<file path="src/rtl/deposit_vend_fsm_if.sv">
// Coin-acceptor / dispenser / change-hopper handshake bundle for deposit_vend_fsm.
interface deposit_vend_fsm_if #(
    parameter int CREDIT_W = 7
);
    logic                enable;
    logic [1:0]          coin_in;
    logic                cancel;
    logic                dispense_ack;
    logic [CREDIT_W-1:0] credit;
    logic                dispense_req;
    logic [1:0]          change_coin;
    logic                busy;
    logic [1:0]          state;

    modport master (
        output enable, coin_in, cancel, dispense_ack,
        input  credit, dispense_req, change_coin, busy, state
    );

    modport slave (
        input  enable, coin_in, cancel, dispense_ack,
        output credit, dispense_req, change_coin, busy, state
    );
endinterface

</file>
<file path="src/rtl/deposit_vend_fsm.sv">
// Price-agnostic coin-deposit controller: collect, handshaked vend, greedy change return.
// Optional refund-on-cancel path is enabled by defining DEPOSIT_REFUND_EN.
module deposit_vend_fsm #(
    parameter int PRICE    = 60,
    parameter int CREDIT_W = 7
) (
    input logic              clock,
    input logic              reset,
    deposit_vend_fsm_if.slave bus
);
    localparam logic [1:0] S_COLLECT = 2'd0;
    localparam logic [1:0] S_VEND    = 2'd1;
    localparam logic [1:0] S_CHANGE  = 2'd2;

    localparam logic [CREDIT_W-1:0] PRICE_C = CREDIT_W'(PRICE);

    logic [1:0]          state_q, state_nxt;
    logic [CREDIT_W-1:0] credit_q, credit_nxt;
    logic [CREDIT_W-1:0] sum_c, rem_c, chg_val_c;

    function automatic logic [CREDIT_W-1:0] coin_value(input logic [1:0] coin);
        case (coin)
            2'b01:   coin_value = CREDIT_W'(5);
            2'b10:   coin_value = CREDIT_W'(10);
            2'b11:   coin_value = CREDIT_W'(25);
            default: coin_value = '0;
        endcase
    endfunction

    // Greedy pick; anything below a dime is paid out as a nickel.
    function automatic logic [1:0] change_pick(input logic [CREDIT_W-1:0] amount);
        if (amount >= CREDIT_W'(25))      change_pick = 2'b11;
        else if (amount >= CREDIT_W'(10)) change_pick = 2'b10;
        else                              change_pick = 2'b01;
    endfunction

`ifndef DEPOSIT_REFUND_EN
    logic unused_cancel;
    assign unused_cancel = bus.cancel;
`endif

    always_ff @(posedge clock) begin
        if (reset) begin
            state_q  <= S_COLLECT;
            credit_q <= '0;
        end else begin
            state_q  <= state_nxt;
            credit_q <= credit_nxt;
        end
    end

    always_comb begin
        state_nxt  = state_q;
        credit_nxt = credit_q;
        sum_c      = credit_q + (bus.enable ? coin_value(bus.coin_in) : '0);
        rem_c      = credit_q - PRICE_C;
        chg_val_c  = coin_value(change_pick(credit_q));
        case (state_q)
            S_COLLECT: begin
                credit_nxt = sum_c;
`ifdef DEPOSIT_REFUND_EN
                if (bus.cancel && (sum_c != '0))
                    state_nxt = S_CHANGE;
                else if (sum_c >= PRICE_C)
                    state_nxt = S_VEND;
`else
                if (sum_c >= PRICE_C)
                    state_nxt = S_VEND;
`endif
            end
            S_VEND: begin
                if (bus.dispense_ack) begin
                    credit_nxt = rem_c;
                    state_nxt  = (rem_c != '0) ? S_CHANGE : S_COLLECT;
                end
            end
            S_CHANGE: begin
                // Last coin (or a stray zero credit) closes out the payout.
                if (credit_q <= chg_val_c) begin
                    credit_nxt = '0;
                    state_nxt  = S_COLLECT;
                end else begin
                    credit_nxt = credit_q - chg_val_c;
                end
            end
            default: begin
                state_nxt  = S_COLLECT;
                credit_nxt = '0;
            end
        endcase
    end

    always_comb begin
        bus.credit       = credit_q;
        bus.state        = state_q;
        bus.dispense_req = (state_q == S_VEND);
        bus.busy         = (state_q != S_COLLECT);
        bus.change_coin  = (state_q == S_CHANGE) ? change_pick(credit_q) : 2'b00;
    end
endmodule

</file>
<file path="src/flat_wrapper.sv">
// flat-port wrapper written by rule: the top's interface ports become plain ports
module deposit_vend_fsm_flat 
#(
    parameter int PRICE    = 60,
    parameter int CREDIT_W = 7
)
  (clock, reset, bus_enable, bus_coin_in, bus_cancel, bus_dispense_ack, bus_credit, bus_dispense_req, bus_change_coin, bus_busy, bus_state);
  deposit_vend_fsm_if #(.CREDIT_W(CREDIT_W)) bus_i ();
  input logic clock;
  input logic reset;
  input wire logic [$bits(bus_i.enable)-1:0] bus_enable;
  input wire logic [$bits(bus_i.coin_in)-1:0] bus_coin_in;
  input wire logic [$bits(bus_i.cancel)-1:0] bus_cancel;
  input wire logic [$bits(bus_i.dispense_ack)-1:0] bus_dispense_ack;
  output wire logic [$bits(bus_i.credit)-1:0] bus_credit;
  output wire logic [$bits(bus_i.dispense_req)-1:0] bus_dispense_req;
  output wire logic [$bits(bus_i.change_coin)-1:0] bus_change_coin;
  output wire logic [$bits(bus_i.busy)-1:0] bus_busy;
  output wire logic [$bits(bus_i.state)-1:0] bus_state;
  assign bus_i.enable = bus_enable;
  assign bus_i.coin_in = bus_coin_in;
  assign bus_i.cancel = bus_cancel;
  assign bus_i.dispense_ack = bus_dispense_ack;
  assign bus_credit = bus_i.credit;
  assign bus_dispense_req = bus_i.dispense_req;
  assign bus_change_coin = bus_i.change_coin;
  assign bus_busy = bus_i.busy;
  assign bus_state = bus_i.state;
  deposit_vend_fsm #(.PRICE(PRICE), .CREDIT_W(CREDIT_W)) u_core (.clock(clock), .reset(reset), .bus(bus_i));
endmodule
</file>
<file path="config.mk">
export PLATFORM = sky130hd
export DESIGN_NAME = deposit_vend_fsm_flat
export DESIGN_NICKNAME = d
export VERILOG_FILES = /design/src/rtl/deposit_vend_fsm_if.sv /design/src/rtl/deposit_vend_fsm.sv /design/src/flat_wrapper.sv
export SDC_FILE = /design/constraint.sdc
export NUM_CORES = 1
export LEC_CHECK = 0
export ABC_AREA = 1
export CORE_MARGIN = 3
export CORE_UTILIZATION = 50
export CTS_BUF_LIST = sky130_fd_sc_hd__clkbuf_4 sky130_fd_sc_hd__clkbuf_8
export DETAILED_ROUTE_END_ITERATION = 6
export DONT_BUFFER_PORTS = 1
export MAX_ROUTING_LAYER = met4
export PLACE_DENSITY = 0.65
export SETUP_SLACK_MARGIN = 0.5
export SLEW_MARGIN = 20
export SYNTH_ARGS = -nofsm -noshare
export SYNTH_HDL_FRONTEND = slang
export SYNTH_SLANG_ARGS = --single-unit
export TNS_END_PERCENT = 100
</file>
<file path="constraint.sdc">
create_clock -name clock -period 2.9 [get_ports clock]
set_input_delay 0.145 -clock clock [delete_from_list [all_inputs] [get_ports clock]]
set_output_delay 0.145 -clock clock [all_outputs]
set_load 0.005 [all_outputs]
</file>
==> Word level (Yosys, flattened, before mapping) <==
Index checks and enable logic that the tools add are counted.
{ "totals": {"register_bits": 9, "latch_bits": 0, "mem_bits_rw": 0, "mem_bits_ro": 0, "inputBits": 7, "output_inout_bits": 13, "wordCells": 38, "mem_count": 0} }
{ "classes": {"addsub": 3, "mul": 0, "div": 0, "magnitude_cmp": 4, "eq_ne": 11, "shifts": 0, "mux": 14, "bitwise_logic": 0, "reduce_logical": 4} }
{ "ops": {"columns": ["cell", "count"], "rows": [
  ["case mux 5 bit (3 select lines)", 2],
  ["case mux 7 bit (3 select lines)", 1],
  ["two-way mux 2 bit", 7],
  ["two-way mux 7 bit", 2],
  ["equality test 2 bit, second input constant", 5],
  ["adder 7 bit", 1],
  [">= comparator 7 x 4 -> 1 bit, second input constant", 1],
  [">= comparator 7 x 5 -> 1 bit, second input constant", 1],
  [">= comparator 7 x 6 -> 1 bit, second input constant", 1],
  ["less-or-equal comparator 7 x 5 -> 1 bit", 1],
  ["nonzero test 7 bit", 1],
  ["subtractor 7 x 5 -> 7 bit", 1],
  ["subtractor 7 x 6 -> 7 bit, second input constant", 1],
  ["equality test 2 x 1 -> 1 bit, second input constant", 3],
  ["case mux 2 bit (3 select lines)", 1],
  ["two-way mux 5 bit", 1],
  ["!= test 2 x 1 -> 1 bit, second input constant", 2],
  ["AND reduction 3 bit", 1],
  ["logical NOT 2 bit", 1],
  ["!= test 2 bit, second input constant", 1],
  ["nonzero test 2 bit", 1]
]} }

==> Depth between registers and ports, before layout <==
{ "logic_depth": {"depth_word": 8, "mapped_depth": 19, "depth_no_buf": 19} }

==> Worst setup path before layout <==
Ideal clock, no wire load.
{ "synth_path": {"path_type": "register -> register", "from": "register u_core.credit_q[2], in the netlist u_core.bus.credit[2]", "to": "register u_core.state_q[1], in the netlist u_core.bus.state[1]", "setup_ns": 0.115, "t_arrival_ns": 2.315, "t_required_ns": 2.785, "setup_slack_ns": 0.470, "stages_incl_launch_ff": 18, "path_buffers": 0, "period_less_slack_ns": 2.430, "path_cell_list": "dfxtp_1 > inv_1 > ha_1 > nand3_1 > o22ai_1 > nor3_1 > nand2_1 > ha_1 > nand2_1 > inv_1 > nand3_1 > nand3_2 > nand2_2 > nand2_4 > nor2_1 > nand3_1 > nand2_1 > nor2_1"} }
{ "synth_via": {"elab_chain_len": 8, "elab_cells_between_ends": 19, "cone_classes": "add/sub (2); order compare (4); eq/ne (5); mux (6); reduce/logical (2)"} }
{ "synth_rtl": {"columns": ["item", "line", "source"], "rows": [
  ["start, declared", "deposit_vend_fsm.sv:18", "logic [CREDIT_W-1:0] credit_q, credit_nxt;"],
  ["start signal, assigned", "deposit_vend_fsm.sv:48", "credit_q <= credit_nxt;"],
  [">= comparator 7 x 4 -> 1 bit", "deposit_vend_fsm.sv:33", "else if (amount >= CREDIT_W'(10)) change_pick = 2'b10;"],
  ["two-way mux 2 bit", "deposit_vend_fsm.sv:33", null],
  ["two-way mux 2 bit", "deposit_vend_fsm.sv:32", "if (amount >= CREDIT_W'(25)) change_pick = 2'b11;"],
  ["equality test 2 bit or equality test 2 x 1 -> 1 bit (tied branches)", "deposit_vend_fsm.sv:22", "case (coin)"],
  ["case mux 5 bit (3 select lines)", "deposit_vend_fsm.sv:22", null],
  ["less-or-equal comparator 7 x 5 -> 1 bit", "deposit_vend_fsm.sv:79", "if (credit_q <= chg_val_c) begin"],
  ["!= test 2 x 1 -> 1 bit (no line)", null, null],
  ["AND reduction 3 bit (no line)", null, null],
  ["end signal, assigned", "deposit_vend_fsm.sv:47", "state_q <= state_nxt;"],
  ["end, declared", "deposit_vend_fsm.sv:17", "logic [1:0] state_q, state_nxt;"]
]} }
Several ways; a longest one is shown, not always the timed one. The select of a mux whose other input is x is not followed.
A chain may end at the register's enable or synchronous reset.

==> Worst setup path in the final report <==
{ "layout_path": {"from": "register u_core.credit_q[2], in the netlist u_core.bus.credit[2]", "to": "register u_core.credit_q[4], in the netlist u_core.bus.credit[4]"} }
{ "layout_via": {"elab_chain_len": 8, "elab_cells_between_ends": 15, "cone_classes": "add/sub (3); order compare (3); eq/ne (3); mux (6)"} }
{ "layout_rtl": {"columns": ["item", "line", "source"], "rows": [
  [">= comparator 7 x 4 -> 1 bit", "deposit_vend_fsm.sv:33", null],
  ["two-way mux 2 bit", "deposit_vend_fsm.sv:33", null],
  ["two-way mux 2 bit", "deposit_vend_fsm.sv:32", null],
  ["equality test 2 bit or equality test 2 x 1 -> 1 bit (tied branches)", "deposit_vend_fsm.sv:22", null],
  ["case mux 5 bit (3 select lines)", "deposit_vend_fsm.sv:22", null],
  ["subtractor 7 x 5 -> 7 bit or less-or-equal comparator 7 x 5 -> 1 bit (tied branches)", "deposit_vend_fsm.sv:83, deposit_vend_fsm.sv:79", null],
  ["two-way mux 7 bit", "deposit_vend_fsm.sv:79", null],
  ["case mux 7 bit (3 select lines) (*)", "deposit_vend_fsm.sv:58", "case (state_q)"]
]} }
Mark *: on every way between the ends. The rest lies on a longest branch, timed or not. The select of a mux whose other input is x is not followed.

==> results.md <==
- Clock Skew: 0.00191 ns
- R2R cell count: 17
- Vias in the first global route: 1425
- GR Layer Usage met2: 0.409
- I/O pin cnt: 20
- Worst vdd ir: 1.07 mV
- Setup crit end: u_core.bus.credit[4]
- Root buf cell: clkbuf_4
- Antenna cell count: 0
- Mapped Area: 1310 µm²
- Die X-Extent: 57.2 µm
- Largest stage delay, worst path: 0.34 ns
- Via count: 1549
- Most frequent cells in the layout: nand2_1 (75), inv_1 (27), nand3_1 (20)
- Seq/Total Area, Yosys: 0.137
- Total track usage: 0.259
- Grt met1 use: 0.340
- Drt initial violations: 151
- DRT Pass-1 Iters: 5
- Post-synthesis instance total: 226
- Share of layout cells above drive strength 1: 0.284
- # placed instances: 257
- Critical-path top delay cell: fa_2
- Critical path depth in cells: 17
- Final setup viols: 0
- Pwr Total: 2.37 mW
- Worst flop-to-flop path endpoint: u_core.bus.credit[4]
- Max-Cap Viols: 0
- Type of destination of the critical path: flip-flop
- Die Height: 57.2 µm
- Netlist cell types: 28
- Pwr Density: 1440 nW/µm²
- Cell family with most CP delay: adder cells
- Worst reg2reg startpoint: u_core.bus.credit[2]
- Core area: 2340 µm²
- RSZ-0062 raised after global routing: yes
- Final Critical Period: 2.37 ns
- Pins Over Slew Limit: 0
- Worst-Skew Late Latency: 0.27 ns
- Worst min path class: input port to flip-flop
- Startpoint types: flip-flop
- Avg Cell Area, Syn: 5.80 µm²
- Pin count of the biggest net entering global routing: 12
- Met3 usage in global routing: 0.0271
- Crit path buf inv count: 3
- Clock-pin slew on the worst setup and hold paths: 0.06 ns
- Area Growth Syn to Fin: 26.0%
- Finished Layout Cells: 271
- Most common cell after layout, fill and taps aside: nand2_1
- Status: completed
- CP required: 3.10 ns
- Final wirelength: 4230 µm
- Avg WL per Cell: 15.6 µm
- Endpoints failing hold: 0
- Die area: 3270 µm²
- Initial antenna violation count: 0
- Seq cells post-synth: 9
- Worst hold slack: 0.0472 ns
- Fin nets: 266
- Setup TNS: 0 ns
- Global-route layer with the greatest usage: met2
- Hold Startpoint: reset
- CP Cell Sequence: inv_2 -> ha_4 -> nand3_2 -> o22ai_2 -> nor3_4 -> nand2_4 -> ha_4 -> inv_4 -> fa_2 -> nand2_2 -> inv_2 -> a21oi_1 -> xnor2_1 -> nand2_1 -> nand3_1 -> nand2_1 -> a21oi_2
- First-pass GRT wire length: 6490 µm
- Worst-Margin Slew: 0.376 ns
- Fill cells: 201
- Clock Sinks: 9
- CP max FO: 3
- R2R Setup Slk: 0.53 ns
- Clk buf depth: 2
- Remaining global-route overflow: 0
- H-tree Lvls: 1
- Initial core utilization: 0.560
- Synth Warn #: 0
- Cts bufs inserted: 3
- Vias per cell: 5.72
- Fmax: 423 MHz
- Placer congestion estimate: 0.901
- P_leak: 0.831 nW
- Routed Antenna Nets: 0
- Row count: 17
- Worst slew margin: 0.749
- Hpwl dp: 3000 µm
- Final Util: 0.706
- CP Class: flip-flop to flip-flop
- IO Port Bufs: 0
- CTS tree: yes
- Fin crit share: 0.816
- Worst Path Arrival: 2.57 ns
- DRC: 0
- Launch point of the worst path: u_core.bus.credit[2]
- Syn_nets: 248
[cell usage after synthesis, drive strengths merged]
cell type,instances,area (µm²)
a21oi,10,68.8
a31oi,2,12.5
and3,1,6.26
buf,4,18.8
dfxtp,9,180
fa,2,40.0
ha,13,163
inv,36,135
nand2,82,323
nand3,27,145
nand3b,2,15.0
nand4,7,43.8
nor2,21,91.3
nor3,1,5.00
o21ai,2,10.0
o22ai,1,6.26
or2,2,12.5
xnor2,2,17.5
xor2,2,17.5
[layout make-up]
cell class                 instances  area [µm²]  share of cell area
multi-input combinational        177        1130               0.682
sequential                         9         189               0.114
tap                               28        35.0              0.0212
timing repair buffer              17         134              0.0811
inverter                          36         138              0.0833
clock buffer                       4        30.0              0.0182
[metal layers]
metal / part of all wire / vias to the layer above
met5: 0 / -
met4: 0.027 / 0
met3: 0.080 / 15
met2: 0.46 / 73
met1: 0.43 / 709
li1: - / 752
[tightest hold or removal path, delay by kind of cell]
family / cells / cell delay, ns
AND/OR/NAND/NOR: 2 / 0.09
buffers and inverters: 1 / 0.03
[cells by family after synthesis]
logic type | after synthesis | share of synthesized area
buffers and inverters | 40 | 0.117
flip-flops | 9 | 0.137
XOR/XNOR | 4 | 0.0267
AND/OR/NAND/NOR | 143 | 0.489
AO/OA/AOI/OAI | 15 | 0.0744
adder cells (fa/ha/maj) | 15 | 0.155
[per-stage QoR]
step | setup slack (ns) | instance area (µm²)
after floorplan | 0.548 | 1320
after global placement | 0.403 | 1390
after detailed placement | 0.346 | 1390
after CTS | 0.501 | 1530
after global routing | 0.390 | 1650
final | 0.533 | 1650
[state kept, by name, indices dropped and copies added, names as in the netlist]
name	cells
u_core.bus.credit	7
u_core.bus.state	2
[report_power, final]
part / switching, mW / internal (mW) / total [mW]
sequential: 0.0966 / 0.187 / 0.284
clock: 0.0459 / 0.0625 / 0.108
combinational: 1.16 / 0.819 / 1.98
total: 1.30 / 1.07 / 2.37
[worst min-delay path by stage]
| stage | to | slack, ns | cells after the start |
|---|---|---|---|
| after floorplan | u_core.bus.credit[2] | 0.35 | 3 |
| after CTS | u_core.bus.state[1] | 0.05 | 3 |
| after detailed placement | u_core.bus.credit[2] | 0.20 | 1 |
| final | u_core.bus.state[1] | 0.05 | 3 |
| after global routing | u_core.bus.state[1] | 0.09 | 3 |
| after global placement | u_core.bus.credit[2] | 0.20 | 1 |
[what timing repair did]
| action | in CTS | in global routing |
|---|---|---|
| pin swaps | 6 | 11 |
| setup buffers | 5 | 4 |
| hold buffers | 1 | 0 |
| setup endpoints to repair | 7 | 9 |
| endpoints found under the hold margin | 7 | 0 |
| resized for setup | 17 | 23 |
No activity file was read; power rests on OpenSTA's default activity.
